==> src/rtl/edge_mode_cycler.sv <==
// ---------------------------------------------------------------------------
// edge_mode_cycler
//
// Steps a mode index through NUM_MODES states on qualified edges of a raw
// asynchronous level input. The input is synchronised and debounced, and the
// selected edge of the filtered level steps the mode up or down, wrapping or
// saturating at the ends. Sits between a button/strobe input and mode-select
// consumers.
//
// Ports:
//   clk          clock, all logic on rising edge
//   rst_n        asynchronous active-low reset
//   in           raw asynchronous level input
//   enable       1 = qualified edges step the mode, 0 = edges dropped
//   dir          step direction: 0 up (+1), 1 down (-1)
//   clear        synchronous clear of mode to 0 (highest priority)
//   mode         current mode index, 0..NUM_MODES-1
//   mode_onehot  registered one-hot of mode
//   step_pulse   1-cycle strobe in the first cycle mode shows a stepped value
//   wrap_pulse   1-cycle strobe when that step wrapped end to end
// ---------------------------------------------------------------------------
module edge_mode_cycler #(
   parameter int NUM_MODES       = 3,
   parameter int SYNC_STAGES     = 2,
   parameter int DEBOUNCE_CYCLES = 4,
   parameter int EDGE_SEL        = 0,
   parameter int WRAP            = 1,
   localparam int MW             = $clog2(NUM_MODES)
) (
   input  logic                 clk,
   input  logic                 rst_n,
   input  logic                 in,
   input  logic                 enable,
   input  logic                 dir,
   input  logic                 clear,
   output logic [MW-1:0]        mode,
   output logic [NUM_MODES-1:0] mode_onehot,
   output logic                 step_pulse,
   output logic                 wrap_pulse
);

   localparam int CW = $clog2(DEBOUNCE_CYCLES + 1);
   localparam logic [MW-1:0] LAST_MODE = MW'(NUM_MODES - 1);
   localparam logic [CW-1:0] CNT_LAST  = CW'(DEBOUNCE_CYCLES - 1);

   logic [SYNC_STAGES-1:0] sync;
   logic                   s;
   logic [CW-1:0]          cnt;
   logic                   filt;
   logic                   filt_d;
   logic                   rise;
   logic                   fall;
   logic                   qual_edge;

   logic [MW-1:0]          mode_nx;
   logic [NUM_MODES-1:0]   onehot_nx;
   logic                   step_nx;
   logic                   wrap_nx;

   // ------------------------------------------------------------------------
   // Synchroniser, debounce filter and edge delay register
   // ------------------------------------------------------------------------
   assign s = sync[SYNC_STAGES-1];

   always_ff @(posedge clk or negedge rst_n) begin
      if (!rst_n) begin
         sync   <= '0;
         cnt    <= '0;
         filt   <= 1'b0;
         filt_d <= 1'b0;
      end else begin
         sync   <= {sync[SYNC_STAGES-2:0], in};
         filt_d <= filt;
         // filt only follows s after DEBOUNCE_CYCLES consecutive disagreeing
         // samples; any agreement restarts the count.
         if (s == filt) begin
            cnt <= '0;
         end else if (cnt == CNT_LAST) begin
            filt <= s;
            cnt  <= '0;
         end else begin
            cnt <= cnt + CW'(1);
         end
      end
   end

   assign rise = filt & ~filt_d;
   assign fall = ~filt & filt_d;

   always_comb begin
      case (EDGE_SEL)
         0:       qual_edge = rise;
         1:       qual_edge = fall;
         default: qual_edge = rise | fall;
      endcase
   end

   // ------------------------------------------------------------------------
   // Mode next-state and strobes
   // ------------------------------------------------------------------------
   always_comb begin
      mode_nx = mode;
      step_nx = 1'b0;
      wrap_nx = 1'b0;
      if (clear) begin
         mode_nx = '0;
      end else if (qual_edge && enable) begin
         if (!dir) begin
            if (mode != LAST_MODE) begin
               mode_nx = mode + MW'(1);
               step_nx = 1'b1;
            end else if (WRAP != 0) begin
               mode_nx = '0;
               step_nx = 1'b1;
               wrap_nx = 1'b1;
            end
         end else begin
            if (mode != '0) begin
               mode_nx = mode - MW'(1);
               step_nx = 1'b1;
            end else if (WRAP != 0) begin
               mode_nx = LAST_MODE;
               step_nx = 1'b1;
               wrap_nx = 1'b1;
            end
         end
      end
      onehot_nx          = '0;
      onehot_nx[mode_nx] = 1'b1;
   end

   always_ff @(posedge clk or negedge rst_n) begin
      if (!rst_n) begin
         mode        <= '0;
         mode_onehot <= NUM_MODES'(1);
         step_pulse  <= 1'b0;
         wrap_pulse  <= 1'b0;
      end else begin
         mode        <= mode_nx;
         mode_onehot <= onehot_nx;
         step_pulse  <= step_nx;
         wrap_pulse  <= wrap_nx;
      end
   end

endmodule

==> config.mk <==
export PLATFORM = sky130hd
export DESIGN_NAME = edge_mode_cycler
export DESIGN_NICKNAME = d
export VERILOG_FILES = /design/src/rtl/edge_mode_cycler.sv
export SDC_FILE = /design/constraint.sdc
export NUM_CORES = 1
export LEC_CHECK = 0
export BUFFER_PORTS_ARGS = -buffer_cell sky130_fd_sc_hd__buf_2
export CAP_MARGIN = 20
export CORE_MARGIN = 2
export CORE_UTILIZATION = 40
export CTS_BUF_LIST = sky130_fd_sc_hd__clkbuf_16
export CTS_CLUSTER_DIAMETER = 40
export CTS_CLUSTER_SIZE = 40
export DETAILED_ROUTE_END_ITERATION = 8
export SLEW_MARGIN = 20
export SYNTH_ARGS = -nofsm -noshare
export SYNTH_HDL_FRONTEND = slang
export SYNTH_SLANG_ARGS = --single-unit
==> constraint.sdc <==
create_clock -name clk -period 1.82 [get_ports clk]
set_input_delay 0.182 -clock clk [delete_from_list [all_inputs] [get_ports clk]]
set_output_delay 0.182 -clock clk [all_outputs]
set_load 0.005 [all_outputs]
; ---- After elaboration in Yosys (flattened, before gate mapping)
; Cells that the tools add are included.
[word_totals]
regBits = 14
wordCells = 39
[op_classes]
addsub = 3
n_lt_le_gt_ge = 2
n_eq_ne = 3
mux = 16
n_bitwise = 3
n_reduce_logical = 4
[ops]
columns = op, n
row1 = two-way mux 2 bit, 5
row2 = two-way mux 1 bit, 8
row3 = two-way mux 3 bit, 2
row4 = adder 3 x 1 -> 3 bit (second input constant), 1
row5 = == test 3 x 2 -> 1 bit (second input constant), 1
row6 = less-than comparator 2 x 3 -> 1 bit (second input constant), 1
row7 = adder 2 x 1 -> 2 bit (second input constant), 1
row8 = demux 1 bit (select 2 bit), 1
row9 = greater-or-equal comparator 2 x 1 -> 1 bit (second input constant), 1
row10 = logical AND 1 bit, 2
row11 = != test 2 bit (second input constant), 1
row12 = inverter 1 bit, 2
row13 = AND reduction 2 bit, 1
row14 = nonzero test 2 bit, 1
row15 = subtractor 2 x 1 -> 2 bit (second input constant), 1
row16 = bitwise AND 1 bit, 1
row17 = == test 1 bit, 1

; ---- Longest topological paths before layout
; Gate-level depths: netlist of the first run.
[depth]
word_depth = 9
mapped_depth = 5
depth_no_buf = 5

; ---- Worst setup path before layout of the first run
; No wires, ideal clock.
[synth_timing]
path_type = register -> register
from = register mode[0]
to = register mode_onehot[1]
arrival_time_ns = 1.247
path_slack_ns = 0.452
path_stages_with_launch = 6
n_path_buf = 0
path_cell_list = dfrtp_1 inv_1 ha_1 nand2_1 o21ai_0 a41o_2
[synth_between]
elab_chain_cells = 9
[synth_lines]
columns = element, line
row1 = "start, declared", 36  ; output logic [MW-1:0] mode,
row2 = "start signal, assigned", 139  ; mode <= mode_nx;
row3 = "adder 2 x 1 -> 2 bit, or another cell as far along", 110  ; mode_nx = mode + MW'(1);
row4 = "two-way mux 2 bit, on equally long branches", "109, 118"
row5 = two-way mux 2 bit, 108  ; if (!dir) begin
row6 = two-way mux 2 bit *, 107  ; end else if (qual_edge && enable) begin
row7 = two-way mux 2 bit *, 105  ; if (clear) begin
row8 = less-than comparator 2 x 3 -> 1 bit (not written as such) or greater-or-equal comparator 2 x 1 -> 1 bit (tied branches), 129  ; onehot_nx[mode_nx] = 1'b1;
row9 = logical AND 1 bit (not written as such), 129
row10 = two-way mux 1 bit (not written as such), 129
row11 = demux 1 bit (select 2 bit) *, 129
row12 = named net onehot_nx[1], 56  ; logic [NUM_MODES-1:0] onehot_nx;
row13 = "end signal, assigned", 140  ; mode_onehot <= onehot_nx;
row14 = "end, declared", 37  ; output logic [NUM_MODES-1:0] mode_onehot,
; The timed path passes the listed nets; every way through them passes the cells marked *.
; A chain may end at the register's enable or synchronous reset.

; ---- Worst setup path in the final report of the first run
[layout_timing]
from = register mode[1]
to = register mode_onehot[1]
; The elaborated chain is that of the path after synthesis.

==> metrics.txt, run 1 <==
# TYPE chip_impl_metric gauge
chip_impl_metric{name="clkSlewWorstSetupHoldPaths",unit="ns"} 0.05
chip_impl_metric{name="antenna_left",unit=""} 0
chip_impl_metric{name="pin_count_of_the_biggest_net_entering_global_routing",unit=""} 15
chip_impl_metric{name="period_needed",unit="ns"} 1.517
chip_impl_metric{name="yosys_warnings",unit=""} 0
chip_impl_metric{name="synth_edf_count",unit=""} 0
chip_impl_metric{name="violation_count_after_the_first_detailed_routing_iteration",unit=""} 9
chip_impl_metric{name="period_share",unit="%"} 83.35
chip_impl_metric{name="detailroute.via_count",unit=""} 435
chip_impl_info{name="rsz0062_at_grt",value="no"} 1
chip_impl_metric{name="layout-drive-gt1-share",unit="%"} 36.51
chip_impl_metric{name="final-max-slew-violation-count",unit=""} 0
chip_impl_metric{name="wirelength",unit="um"} 1106
chip_impl_metric{name="fin_hold_ws",unit="ns"} 0.04381
chip_impl_metric{name="p_leak",unit="nW"} 0.3966
chip_impl_info{name="main_flop_type_after_synthesis",value="sky130_fd_sc_hd__dfrtp_1"} 1
chip_impl_metric{name="worstSkewPairLatency",unit="ns"} 0.24
chip_impl_metric{name="timing.clock.skew",unit="ns"} 0.002254
chip_impl_metric{name="drc",unit=""} 0
chip_impl_metric{name="maxSlewHeadroom",unit="%"} 71.62
chip_impl_metric{name="power.total",unit="mW"} 1.097
chip_impl_metric{name="synth-seq-area-share",unit="%"} 56.77
chip_impl_info{name="status",value="complete, no violations"} 1
chip_impl_metric{name="final_hold_viol_count",unit=""} 0
chip_impl_metric{name="tritoncts_num_sinks",unit=""} 14
chip_impl_metric{name="dp_worst_setup_slack",unit="ns"} 0.3661
chip_impl_metric{name="cts_made_buffers",unit=""} 3
chip_impl_metric{name="average_wire_per_standard_cell",unit="um"} 14.00
chip_impl_metric{name="grt_antenna_before_repair",unit=""} 0
chip_impl_info{name="worst_setup_path_end_kind",value="flop"} 1
chip_impl_metric{name="post_layout_nonfiller_instances",unit=""} 79
chip_impl_metric{name="cts_max_level",unit=""} 1
chip_impl_metric{name="count_of_input_and_output_buffers",unit=""} 12
chip_impl_metric{name="syn_to_layout_area_delta",unit="%"} 26.67
chip_impl_metric{name="netlist-cell-type-count",unit=""} 26
chip_impl_metric{name="row_count",unit=""} 14
chip_impl_info{name="worst_hold_path_class",value="input port to flop"} 1
chip_impl_metric{name="die_x",unit="um"} 43.35
chip_impl_metric{name="nNetsFinal",unit=""} 74
chip_impl_metric{name="crit_fanout",unit=""} 7
chip_impl_metric{name="placed_cells_incl_taps",unit=""} 74
chip_impl_metric{name="worst-endpoint-arrival",unit="ns"} 1.65
chip_impl_metric{name="ys_async_sr_fraction",unit="%"} 100.0
chip_impl_metric{name="drt_pass1_iterations",unit=""} 4
chip_impl_info{name="worstSetupStartpointType",value="flop"} 1
chip_impl_metric{name="io_pins",unit=""} 13
chip_impl_info{name="cts_tree",value="built"} 1
chip_impl_metric{name="nFillCells",unit=""} 132
chip_impl_metric{name="initial_utilization",unit="%"} 42.09
chip_impl_info{name="yosys.area.top_type",value="sky130_fd_sc_hd__dfrtp_1"} 1
chip_impl_metric{name="final_design_area_no_fill",unit="um^2"} 784.5
chip_impl_metric{name="detailed_route_vias_per_instance",unit=""} 5.506
chip_impl_metric{name="final.setup.worst_slack",unit="ns"} 0.3031
chip_impl_metric{name="setup_total_negative_slack",unit="ns"} 0
chip_impl_metric{name="worst_ep_required",unit="ns"} 1.95
chip_impl_metric{name="global_route.usage.total",unit="%"} 14.87
chip_impl_metric{name="fin_util",unit="%"} 53.32
chip_impl_metric{name="worst_slew_pin_slew",unit="ns"} 0.4212
chip_impl_metric{name="total_congestion_overflow_after_global_routing",unit=""} 0
chip_impl_metric{name="setup_viol_count_final",unit=""} 0
chip_impl_metric{name="grt_first_pass_wirelength",unit="um"} 1911
chip_impl_metric{name="grt_pass1_vias",unit=""} 393
chip_impl_metric{name="synthesis.area_per_instance",unit="um^2"} 13.18
chip_impl_info{name="worstSetupPathType",value="flop to flop"} 1
chip_impl_metric{name="synth_top_cell_area_share",unit="%"} 52.53
chip_impl_metric{name="max-vdd-ir-drop",unit="uV"} 691.8
chip_impl_info{name="synth_top_cells_by_area",value="sky130_fd_sc_hd__dfrtp_1 (53%), sky130_fd_sc_hd__ha_1 (8.1%), sky130_fd_sc_hd__dfstp_2 (4.2%)"} 1
chip_impl_metric{name="fmaxAchievable",unit="MHz"} 659.2
chip_impl_metric{name="post_synth_inst_count",unit=""} 47
chip_impl_info{name="synth_common_cells",value="sky130_fd_sc_hd__dfrtp_1 (13), sky130_fd_sc_hd__ha_1 (4), sky130_fd_sc_hd__inv_1 (3), sky130_fd_sc_hd__nor3_1 (3)"} 1
chip_impl_metric{name="maxCapViolations",unit=""} 0
chip_impl_metric{name="cts_max_path_buffers",unit=""} 2
chip_impl_metric{name="ys_seq_elements",unit=""} 14
chip_impl_info{name="ctsRootBufferMaster",value="sky130_fd_sc_hd__clkbuf_16"} 1
chip_impl_metric{name="placed_cell_area",unit="um^2"} 695.7
chip_impl_metric{name="n_antenna_cell",unit=""} 0
chip_impl_metric{name="core_area",unit="um^2"} 1471
chip_impl_metric{name="synth.net_count",unit=""} 57
chip_impl_metric{name="die_area",unit="um^2"} 1879
chip_impl_metric{name="routabilityCongestion",unit=""} 0.8252
chip_impl_metric{name="postCtsSetupRepairBufs",unit=""} 0
chip_impl_metric{name="synth.cell_area",unit="um^2"} 619.3
chip_impl_info{name="yosys.cell_count.top_type",value="sky130_fd_sc_hd__dfrtp_1"} 1
chip_impl_metric{name="die_span_y",unit="um"} 43.35
chip_impl_metric{name="powerDensity",unit="nW/um^2"} 1399
==> cells by family (layout without fill, tap and decap cells) <==
group	after synthesis	count (layout)	synth area share, %
simple gates	14	14	15.56
xor+xnor	1	1	1.414
buf+inv	4	20	2.424
mux	3	3	5.858
flops	14	14	56.77
fa+ha+maj	4	4	8.081
compound gates	7	7	9.899
==> where the power goes <==
part	total [mW]	switching [mW]	internal [mW]
clock network	0.413	0.123	0.290
registers	0.430	0.0472	0.383
logic	0.254	0.127	0.127
total	1.10	0.297	0.800
==> state kept, by name, indices dropped and copies added, names as in the netlist <==
name         count
cnt              3
mode_onehot      3
mode             2
sync             2
filt             1
filt_d           1
step_pulse       1
wrap_pulse       1
==> repair_timing <==
action / 4_1_cts / 5_1_grt
endpoints found under the hold margin: 13 / 0
resized for setup: 0 / 0
hold buffers: 1 / 0
==> worst paths after layout <==
check	depth (start not counted)	from	end	slack (ns)
max reg2reg	5	mode[1]	mode_onehot[1]	0.30
min in group asynchronous	2	rst_n	mode_onehot[1]	0.36
max	5	mode[1]	mode_onehot[1]	0.30
min	1	in	sync[0]	0.04
max in group asynchronous	2	rst_n	mode_onehot[0]	1.17
min reg2reg	0	sync[0]	sync[1]	0.35
==> layout by cell type, fill, tap and decap left out <==
| master | netlist | layout |
|---|---|---|
| sky130_fd_sc_hd__nor3_1 | 3 | 3 |
| sky130_fd_sc_hd__mux2_4 | 1 | 1 |
| sky130_fd_sc_hd__ha_1 | 4 | 4 |
| sky130_fd_sc_hd__o41ai_2 | 1 | 1 |
| sky130_fd_sc_hd__clkinv_1 | 0 | 1 |
| sky130_fd_sc_hd__dfstp_2 | 1 | 1 |
| sky130_fd_sc_hd__nor2_2 | 1 | 1 |
| sky130_fd_sc_hd__nor4_1 | 1 | 1 |
| sky130_fd_sc_hd__dlygate4sd3_1 | 0 | 1 |
| sky130_fd_sc_hd__nor2b_1 | 1 | 1 |
| sky130_fd_sc_hd__nand3b_4 | 1 | 1 |
| sky130_fd_sc_hd__a41o_2 | 1 | 1 |
| sky130_fd_sc_hd__o211ai_1 | 1 | 1 |
| sky130_fd_sc_hd__dfrtp_1 | 13 | 13 |
| sky130_fd_sc_hd__clkbuf_16 | 0 | 3 |
| sky130_fd_sc_hd__mux2i_1 | 1 | 1 |
| sky130_fd_sc_hd__nor2_1 | 1 | 1 |
| sky130_fd_sc_hd__nand4_1 | 1 | 1 |
| sky130_fd_sc_hd__and3b_2 | 1 | 1 |
| sky130_fd_sc_hd__a211o_1 | 1 | 1 |
| sky130_fd_sc_hd__nor3b_1 | 2 | 2 |
| sky130_fd_sc_hd__mux2_2 | 1 | 1 |
| sky130_fd_sc_hd__inv_1 | 3 | 3 |
| sky130_fd_sc_hd__a21oi_1 | 1 | 1 |
| sky130_fd_sc_hd__o21ai_0 | 1 | 1 |
| sky130_fd_sc_hd__xnor2_1 | 1 | 1 |
| sky130_fd_sc_hd__a211oi_1 | 1 | 1 |
| sky130_fd_sc_hd__nand2_1 | 2 | 2 |
| sky130_fd_sc_hd__buf_2 | 0 | 12 |
==> routing by layer <==
metal | vias to the layer above | global-route usage (%) | part of all wire [%] | routed length [um]
li1 | 201 | - | - | -
met1 | 206 | 17.93 | 44 | 487
met2 | 21 | 22.09 | 45 | 498
met3 | 7 | 3.750 | 6.0 | 66
met4 | 0 | 12.73 | 4.9 | 54
met5 | - | 0 | 0 | 0
==> worst max-delay path, stage by stage (launching register included) <==
cell and delay [ns]:
sky130_fd_sc_hd__dfrtp_1 0.43, sky130_fd_sc_hd__inv_1 0.10, sky130_fd_sc_hd__ha_1 0.29, sky130_fd_sc_hd__nand2_1 0.10
sky130_fd_sc_hd__o21ai_0 0.17, sky130_fd_sc_hd__a41o_2 0.32
==> area by class of cell <==
| cell class | instances | area [um^2] | area share (%) |
|---|---|---|---|
| flip-flops and latches | 14 | 351.6 | 44.82 |
| multi-input cells | 29 | 252.7 | 32.22 |
| clock buffers | 3 | 75.07 | 9.569 |
| repair buffers | 13 | 70.07 | 8.931 |
| well taps | 16 | 20.02 | 2.552 |
| inverters | 3 | 11.26 | 1.435 |
| clock inverters | 1 | 3.754 | 0.4785 |
Power figures use the tool's default switching activity.
==> run 2: changes to the inputs <==
- clock period: 1.82 -> 1.55 ns (I/O delays scaled with it)
==> run 2 against run 1 <==
Effect of this change: clock-buffer cell count is the same; critical path depth is the same; register-to-register slack lost 0.18 ns; via count shrank 5.5%; flip-flop and latch count is the same; die area is the same; clock power grew 16%; power grew 17%; clock skew is essentially flat; fmax grew 5.9%; core utilization grew 0.51 points; largest cell class unchanged; largest power group unchanged.
==> metrics.txt, run 2 (synthesized netlist as in run 1, its figures left out) <==
# TYPE chip_impl_metric gauge
chip_impl_metric{name="drc",unit=""} 0
chip_impl_metric{name="post_layout_nonfiller_instances",unit=""} 80
chip_impl_metric{name="setup_viol_count_final",unit=""} 0
chip_impl_metric{name="cts_max_path_buffers",unit=""} 2
chip_impl_metric{name="die_x",unit="um"} 43.35
chip_impl_metric{name="power.total",unit="mW"} 1.284
chip_impl_metric{name="drt_pass1_iterations",unit=""} 4
chip_impl_metric{name="global_route.usage.total",unit="%"} 13.39
chip_impl_info{name="rsz0062_at_grt",value="no"} 1
chip_impl_metric{name="die_area",unit="um^2"} 1879
chip_impl_info{name="final_common_cell",value="sky130_fd_sc_hd__dfrtp_1"} 1
chip_impl_metric{name="antenna_left",unit=""} 0
chip_impl_metric{name="total_congestion_overflow_after_global_routing",unit=""} 0
chip_impl_metric{name="grt_first_pass_wirelength",unit="um"} 1766
chip_impl_metric{name="row_count",unit=""} 14
chip_impl_metric{name="maxSlewHeadroom",unit="%"} 73.15
chip_impl_info{name="largest_registers",value="cnt (3), mode_onehot (3)"} 1
chip_impl_metric{name="maxCapViolations",unit=""} 0
chip_impl_metric{name="worst_ep_required",unit="ns"} 1.68
chip_impl_metric{name="detailed_route_vias_per_instance",unit=""} 5.138
chip_impl_metric{name="routabilityCongestion",unit=""} 0.8456
chip_impl_metric{name="core_area",unit="um^2"} 1471
chip_impl_metric{name="max-vdd-ir-drop",unit="uV"} 782.7
chip_impl_metric{name="cts_made_buffers",unit=""} 3
chip_impl_metric{name="critical_path.max_stage_delay",unit="ns"} 0.39
chip_impl_metric{name="dpl.hpwl",unit="um"} 739.4
chip_impl_info{name="worst_path_cell_chain",value="inv_2 -> ha_1 -> nand2_1 -> o21ai_0 -> a41o_2"} 1
chip_impl_metric{name="die_span_y",unit="um"} 43.35
chip_impl_metric{name="worstSkewPairLatency",unit="ns"} 0.24
chip_impl_info{name="most_used_cells_in_the_layout_excluding_fill_and_tap_cells",value="sky130_fd_sc_hd__dfrtp_1 (13), sky130_fd_sc_hd__buf_2 (12), sky130_fd_sc_hd__ha_1 (4), sky130_fd_sc_hd__nor3_1 (3), sky130_fd_sc_hd__clkbuf_16 (3)"} 1
chip_impl_metric{name="nFillCells",unit=""} 134
chip_impl_metric{name="nNetsFinal",unit=""} 75
chip_impl_metric{name="final-seq-area",unit="um^2"} 351.6
chip_impl_metric{name="fin_hold_ws",unit="ns"} 0.02214
chip_impl_info{name="status",value="complete, no violations"} 1
chip_impl_metric{name="period_needed",unit="ns"} 1.432
chip_impl_info{name="critical_path.top_delay_family",value="compound AO/OA/AOI/OAI gates"} 1
chip_impl_metric{name="final.setup.worst_slack",unit="ns"} 0.1181
chip_impl_metric{name="final-max-slew-violation-count",unit=""} 0
chip_impl_metric{name="fmaxAchievable",unit="MHz"} 698.4
chip_impl_metric{name="powerDensity",unit="nW/um^2"} 1621
chip_impl_metric{name="syn_to_layout_area_delta",unit="%"} 27.88
chip_impl_metric{name="detailroute.via_count",unit=""} 411
chip_impl_metric{name="cts_max_level",unit=""} 1
chip_impl_metric{name="grt_antenna_before_repair",unit=""} 0
chip_impl_metric{name="placed_cells_incl_taps",unit=""} 75
chip_impl_metric{name="multi_input_comb_area",unit="um^2"} 252.7
chip_impl_metric{name="tritoncts_num_sinks",unit=""} 14
chip_impl_metric{name="worst-endpoint-arrival",unit="ns"} 1.56
chip_impl_metric{name="pin_count_of_the_biggest_net_entering_global_routing",unit=""} 15
chip_impl_metric{name="count_of_input_and_output_buffers",unit=""} 12
chip_impl_info{name="worst_hold_path_class",value="input port to flop"} 1
chip_impl_metric{name="critical_path_buf_inv_count",unit=""} 1
chip_impl_info{name="ctsRootBufferMaster",value="sky130_fd_sc_hd__clkbuf_16"} 1
chip_impl_metric{name="initial_utilization",unit="%"} 42.09
chip_impl_metric{name="final_hold_viol_count",unit=""} 0
chip_impl_metric{name="p_leak",unit="nW"} 0.4021
chip_impl_metric{name="period_share",unit="%"} 92.38
chip_impl_metric{name="n_antenna_cell",unit=""} 0
chip_impl_info{name="critical_path.slowest_cell",value="sky130_fd_sc_hd__dfrtp_1"} 1
chip_impl_metric{name="postCtsSetupRepairBufs",unit=""} 0
chip_impl_info{name="cts_tree",value="built"} 1
chip_impl_metric{name="layout-drive-gt1-share",unit="%"} 39.06
chip_impl_metric{name="setup_total_negative_slack",unit="ns"} 0
chip_impl_metric{name="crit_fanout",unit=""} 5
chip_impl_info{name="worstSetupPathType",value="flop to flop"} 1
chip_impl_metric{name="io_pins",unit=""} 13
chip_impl_metric{name="clkSlewWorstSetupHoldPaths",unit="ns"} 0.05
chip_impl_metric{name="average_wire_per_standard_cell",unit="um"} 13.24
chip_impl_info{name="worst_setup_path_end_kind",value="flop"} 1
chip_impl_metric{name="dp_worst_setup_slack",unit="ns"} 0.1169
chip_impl_metric{name="worst_slew_pin_slew",unit="ns"} 0.3985
chip_impl_metric{name="timing.clock.skew",unit="ns"} 0.002699
chip_impl_metric{name="grt_pass1_vias",unit=""} 390
chip_impl_info{name="worstSetupStartpointType",value="flop"} 1
chip_impl_metric{name="wirelength",unit="um"} 1059
chip_impl_metric{name="violation_count_after_the_first_detailed_routing_iteration",unit=""} 4
run 2: changes by cell type in the layout (fill, tap and decap cells not counted), sizes merged:
| cell | delta |
|---|---|
| buf | +1 |
run 2: area by class of cell:
type | instances | area share [%]
multi-input cells | 29 | 31.91
clock inverters | 1 | 0.4739
well taps | 16 | 2.528
clock buffers | 3 | 9.479
flip-flops and latches | 14 | 44.39
repair buffers | 14 | 9.795
inverters | 3 | 1.422
run 2: through the flow:
| step | cell area, um^2 | util, % |
|---|---|---|
| floorplan | 619.3 | - |
| CTS | 792.0 | 53.83 |
| global route | 792.0 | 53.83 |
| detailed placement | 703.2 | 47.79 |
| global placement | 703.2 | 47.79 |
| finish | 792.0 | 53.83 |
run 2: final timing paths:
| check | slack (ns) | to | from | depth (start not counted) |
|---|---|---|---|---|
| setup / recovery | 0.12 | mode_onehot[1] | mode[0] | 5 |
| hold / removal | 0.02 | sync[0] | in | 1 |
| setup reg to reg | 0.12 | mode_onehot[1] | mode[0] | 5 |
| hold reg to reg | 0.35 | sync[1] | sync[0] | 0 |
| max in group asynchronous | 0.93 | mode_onehot[0] | rst_n | 2 |
| min in group asynchronous | 0.33 | mode_onehot[2] | rst_n | 2 |
run 2: repair_timing:
action,CTS,global route
gates resized for setup,0,1
hold endpoints to repair,13,0
endpoints found under the setup margin,0,1
hold buffers,1,0
run 2: where the power goes:
part	switching [mW]	internal (mW)	leakage [nW]
Combinational	0.149	0.153	0.183
Clock	0.140	0.340	0.0385
Sequential	0.0526	0.450	0.180
run 2: routing by layer:
layer	share of wire, %	global-route usage (%)
met1	45	17.12
met5	0	0
met2	49	19.70
met3	4.5	3.750
met4	0.76	9.091
==> run 3: changes to the inputs <==
--- a/config.mk
+++ b/config.mk
@@ -9,4 +9,3 @@
 export CAP_MARGIN = 20
-export CORE_MARGIN = 2
-export CORE_UTILIZATION = 40
+export CORE_AREA = 2 2 39 41
 export CTS_BUF_LIST = sky130_fd_sc_hd__clkbuf_16
@@ -15,2 +14,4 @@
 export DETAILED_ROUTE_END_ITERATION = 8
+export DIE_AREA = 0 0 41 43
+export PLACE_DENSITY = 0.7
 export SLEW_MARGIN = 20
==> constraint.sdc (replaced) <==
create_clock -name clk -period 1.55 [get_ports clk]
set_input_delay 0.0775 -clock clk [delete_from_list [all_inputs] [get_ports clk]]
set_output_delay 0.0775 -clock clk [all_outputs]
set_load 0.005 [all_outputs]
==> run 3 against run 2 <==
Effect of this change: sequential share of layout area fell by 0.052 points; power down 0.42%; core utilization rose by 3.7 points; clock power grew 0.8%; flip-flop and latch count is the same; cell count unchanged; worst setup slack lost 0.0018 ns.
==> metrics.txt, run 3 (synthesized netlist as in run 1, its figures left out) <==
# TYPE chip_impl_metric gauge
chip_impl_metric{name="clkSlewWorstSetupHoldPaths",unit="ns"} 0.05
chip_impl_metric{name="tritoncts_num_sinks",unit=""} 14
chip_impl_metric{name="nNetsFinal",unit=""} 75
chip_impl_metric{name="reg2reg_slack",unit="ns"} 0.12
chip_impl_metric{name="grt_first_pass_wirelength",unit="um"} 1794
chip_impl_metric{name="powerDensity",unit="nW/um^2"} 1607
chip_impl_metric{name="period_needed",unit="ns"} 1.434
chip_impl_info{name="most_used_cells_in_the_layout_excluding_fill_and_tap_cells",value="sky130_fd_sc_hd__dfrtp_1 (12), sky130_fd_sc_hd__buf_2 (12), sky130_fd_sc_hd__ha_1 (4), sky130_fd_sc_hd__nor3_1 (3), sky130_fd_sc_hd__clkbuf_16 (3)"} 1
chip_impl_metric{name="n_antenna_cell",unit=""} 0
chip_impl_info{name="rsz0062_at_grt",value="no"} 1
chip_impl_metric{name="max-vdd-ir-drop",unit="uV"} 927.7
chip_impl_metric{name="routabilityCongestion",unit=""} 0.7619
chip_impl_metric{name="global_route.usage.total",unit="%"} 15.12
chip_impl_metric{name="count_of_input_and_output_buffers",unit=""} 12
chip_impl_metric{name="pin_count_of_the_biggest_net_entering_global_routing",unit=""} 15
chip_impl_metric{name="syn_to_layout_area_delta",unit="%"} 28.48
chip_impl_metric{name="die_area",unit="um^2"} 1763
chip_impl_info{name="worstSetupPathType",value="flop to flop"} 1
chip_impl_metric{name="power.share.sequential",unit="%"} 39.6
chip_impl_info{name="hold_path_startpoint",value="clear"} 1
chip_impl_metric{name="dpl.hpwl",unit="um"} 720.5
chip_impl_metric{name="final_hold_viol_count",unit=""} 0
chip_impl_metric{name="violation_count_after_the_first_detailed_routing_iteration",unit=""} 4
chip_impl_metric{name="setup_viol_count_final",unit=""} 0
chip_impl_metric{name="fmaxAchievable",unit="MHz"} 697.5
chip_impl_metric{name="period_share",unit="%"} 92.49
chip_impl_info{name="cp-startpoint",value="mode[0]"} 1
chip_impl_metric{name="gr-usage-met2",unit="%"} 21.56
chip_impl_metric{name="row_count",unit=""} 14
chip_impl_metric{name="multi_input_comb_area",unit="um^2"} 252.7
chip_impl_metric{name="worst_ep_required",unit="ns"} 1.68
chip_impl_info{name="timing.rr.start",value="mode[0]"} 1
chip_impl_metric{name="wirelength",unit="um"} 970
chip_impl_metric{name="final-max-slew-violation-count",unit=""} 0
chip_impl_metric{name="io_pins",unit=""} 13
chip_impl_info{name="largest_registers",value="cnt (3), mode_onehot (3)"} 1
chip_impl_metric{name="part_of_the_total_power_dissipated_in_the_clock_network",unit="%"} 37.8
chip_impl_info{name="worst_setup_path_end_kind",value="flop"} 1
chip_impl_metric{name="drc",unit=""} 0
chip_impl_metric{name="final.setup.worst_slack",unit="ns"} 0.1163
chip_impl_metric{name="postCtsSetupRepairBufs",unit=""} 0
chip_impl_metric{name="p_leak",unit="nW"} 0.3993
chip_impl_metric{name="worst-endpoint-arrival",unit="ns"} 1.56
chip_impl_metric{name="global_route.usage.met1",unit="%"} 21.77
chip_impl_metric{name="grt_pass1_vias",unit=""} 442
chip_impl_metric{name="maxCapViolations",unit=""} 0
chip_impl_metric{name="final-seq-area",unit="um^2"} 352.8
chip_impl_metric{name="antenna_left",unit=""} 0
chip_impl_metric{name="switching_power",unit="mW"} 0.3384
chip_impl_info{name="worstSetupStartpointType",value="flop"} 1
chip_impl_metric{name="placed_cells_incl_taps",unit=""} 74
chip_impl_metric{name="layout-drive-gt1-share",unit="%"} 39.06
chip_impl_info{name="ctsRootBufferMaster",value="sky130_fd_sc_hd__clkbuf_16"} 1
chip_impl_metric{name="core_area",unit="um^2"} 1384
chip_impl_info{name="worst_hold_path_class",value="input port to flop"} 1
chip_impl_metric{name="worstSkewPairLatency",unit="ns"} 0.24
chip_impl_metric{name="dp_worst_setup_slack",unit="ns"} 0.09241
chip_impl_metric{name="worst_slew_pin_slew",unit="ns"} 0.4233
chip_impl_info{name="grt-busiest-layer",value="met1"} 1
chip_impl_metric{name="initial_utilization",unit="%"} 44.76
chip_impl_metric{name="grt_antenna_before_repair",unit=""} 0
chip_impl_metric{name="maxSlewHeadroom",unit="%"} 71.48
chip_impl_metric{name="comb_power_share",unit="%"} 22.6
chip_impl_metric{name="power.total",unit="mW"} 1.279
chip_impl_metric{name="grt_util_met3",unit="%"} 3.141
chip_impl_metric{name="die_x",unit="um"} 41
chip_impl_info{name="cts_tree",value="built"} 1
chip_impl_info{name="status",value="complete, no violations"} 1
chip_impl_metric{name="detailroute.via_count",unit=""} 410
chip_impl_metric{name="detailed_route_vias_per_instance",unit=""} 5.125
chip_impl_metric{name="cts_made_buffers",unit=""} 3
chip_impl_metric{name="intPower",unit="mW"} 0.9404
chip_impl_metric{name="setup_total_negative_slack",unit="ns"} 0
chip_impl_metric{name="cts_max_level",unit=""} 1
chip_impl_metric{name="total_congestion_overflow_after_global_routing",unit=""} 0
chip_impl_metric{name="power.share.switching",unit="%"} 26.46
chip_impl_metric{name="post_layout_nonfiller_instances",unit=""} 80
chip_impl_metric{name="timing.clock.skew",unit="ns"} 0.001478
chip_impl_metric{name="nFillCells",unit=""} 108
chip_impl_metric{name="cts_max_path_buffers",unit=""} 2
chip_impl_metric{name="die_span_y",unit="um"} 43
chip_impl_metric{name="average_wire_per_standard_cell",unit="um"} 12.13
chip_impl_metric{name="crit_fanout",unit=""} 5
chip_impl_metric{name="drt_pass1_iterations",unit=""} 4
run 3: cell count changes in the layout (fill, tap and decap cells not counted), sizes merged:
cell | previous run | this run
dlygate4sd3 | 1 | 2
buf | 13 | 12
run 3: final timing paths:
| check | to | depth (start not counted) |
|---|---|---|
| hold reg to reg | sync[1] | 0 |
| setup / recovery | mode_onehot[1] | 5 |
| min in group asynchronous | mode_onehot[1] | 2 |
| hold / removal | mode[1] | 2 |
| max in group asynchronous | mode_onehot[0] | 2 |
| setup reg to reg | mode_onehot[1] | 5 |
run 3: metrics by stage:
stage	instance area, um^2	hold WS [ns]	utilization (%)
after detailed placement	695.7	-0.01166	50.27
after floorplan	619.3	-0.2181	-
after global placement	695.7	-0.01470	50.27
final	795.8	0.1117	57.50
after CTS	794.5	0.1130	57.41
after global routing	795.8	0.1287	57.50
run 3: cell type report:
type	instances	share of cell area [%]
multi-input cells	29	31.76
clock buffers	3	9.434
inverters	3	1.415
clock inverters	1	0.4717
well taps	16	2.516
repair buffers	14	10.06
flip-flops and latches	14	44.34
run 3: critical path: stages (launching register included):
cell                      delay, ns
sky130_fd_sc_hd__dfrtp_1       0.39
sky130_fd_sc_hd__inv_2         0.08
sky130_fd_sc_hd__ha_1          0.29
sky130_fd_sc_hd__nand2_1       0.08
sky130_fd_sc_hd__o21ai_0       0.17
sky130_fd_sc_hd__a41o_2        0.31
run 3: routing by layer:
metal | vias to the layer above | share of wire [%] | routed length [um]
met5 | - | 0 | 0
met4 | 0 | 1.2 | 12
met3 | 2 | 4.9 | 48
met2 | 12 | 45 | 438
met1 | 193 | 49 | 471
li1 | 203 | - | -
run 3: power groups by stage:
| stage | clock (mW) | combinational [mW] | sequential, mW |
|---|---|---|---|
| floorplan | 0 | 0.205 | 0.507 |
| global placement | 0 | 0.282 | 0.509 |
| detailed placement | 0 | 0.287 | 0.513 |
| CTS | 0.495 | 0.292 | 0.507 |
| global route | 0.521 | 0.334 | 0.518 |
| finish | 0.484 | 0.289 | 0.506 |
run 3: repair_timing:
action / in CTS / in global routing
setup endpoints to repair: 0 / 2
hold endpoints to repair: 14 / 0
gates resized for setup: 0 / 2
hold buffers: 2 / 0
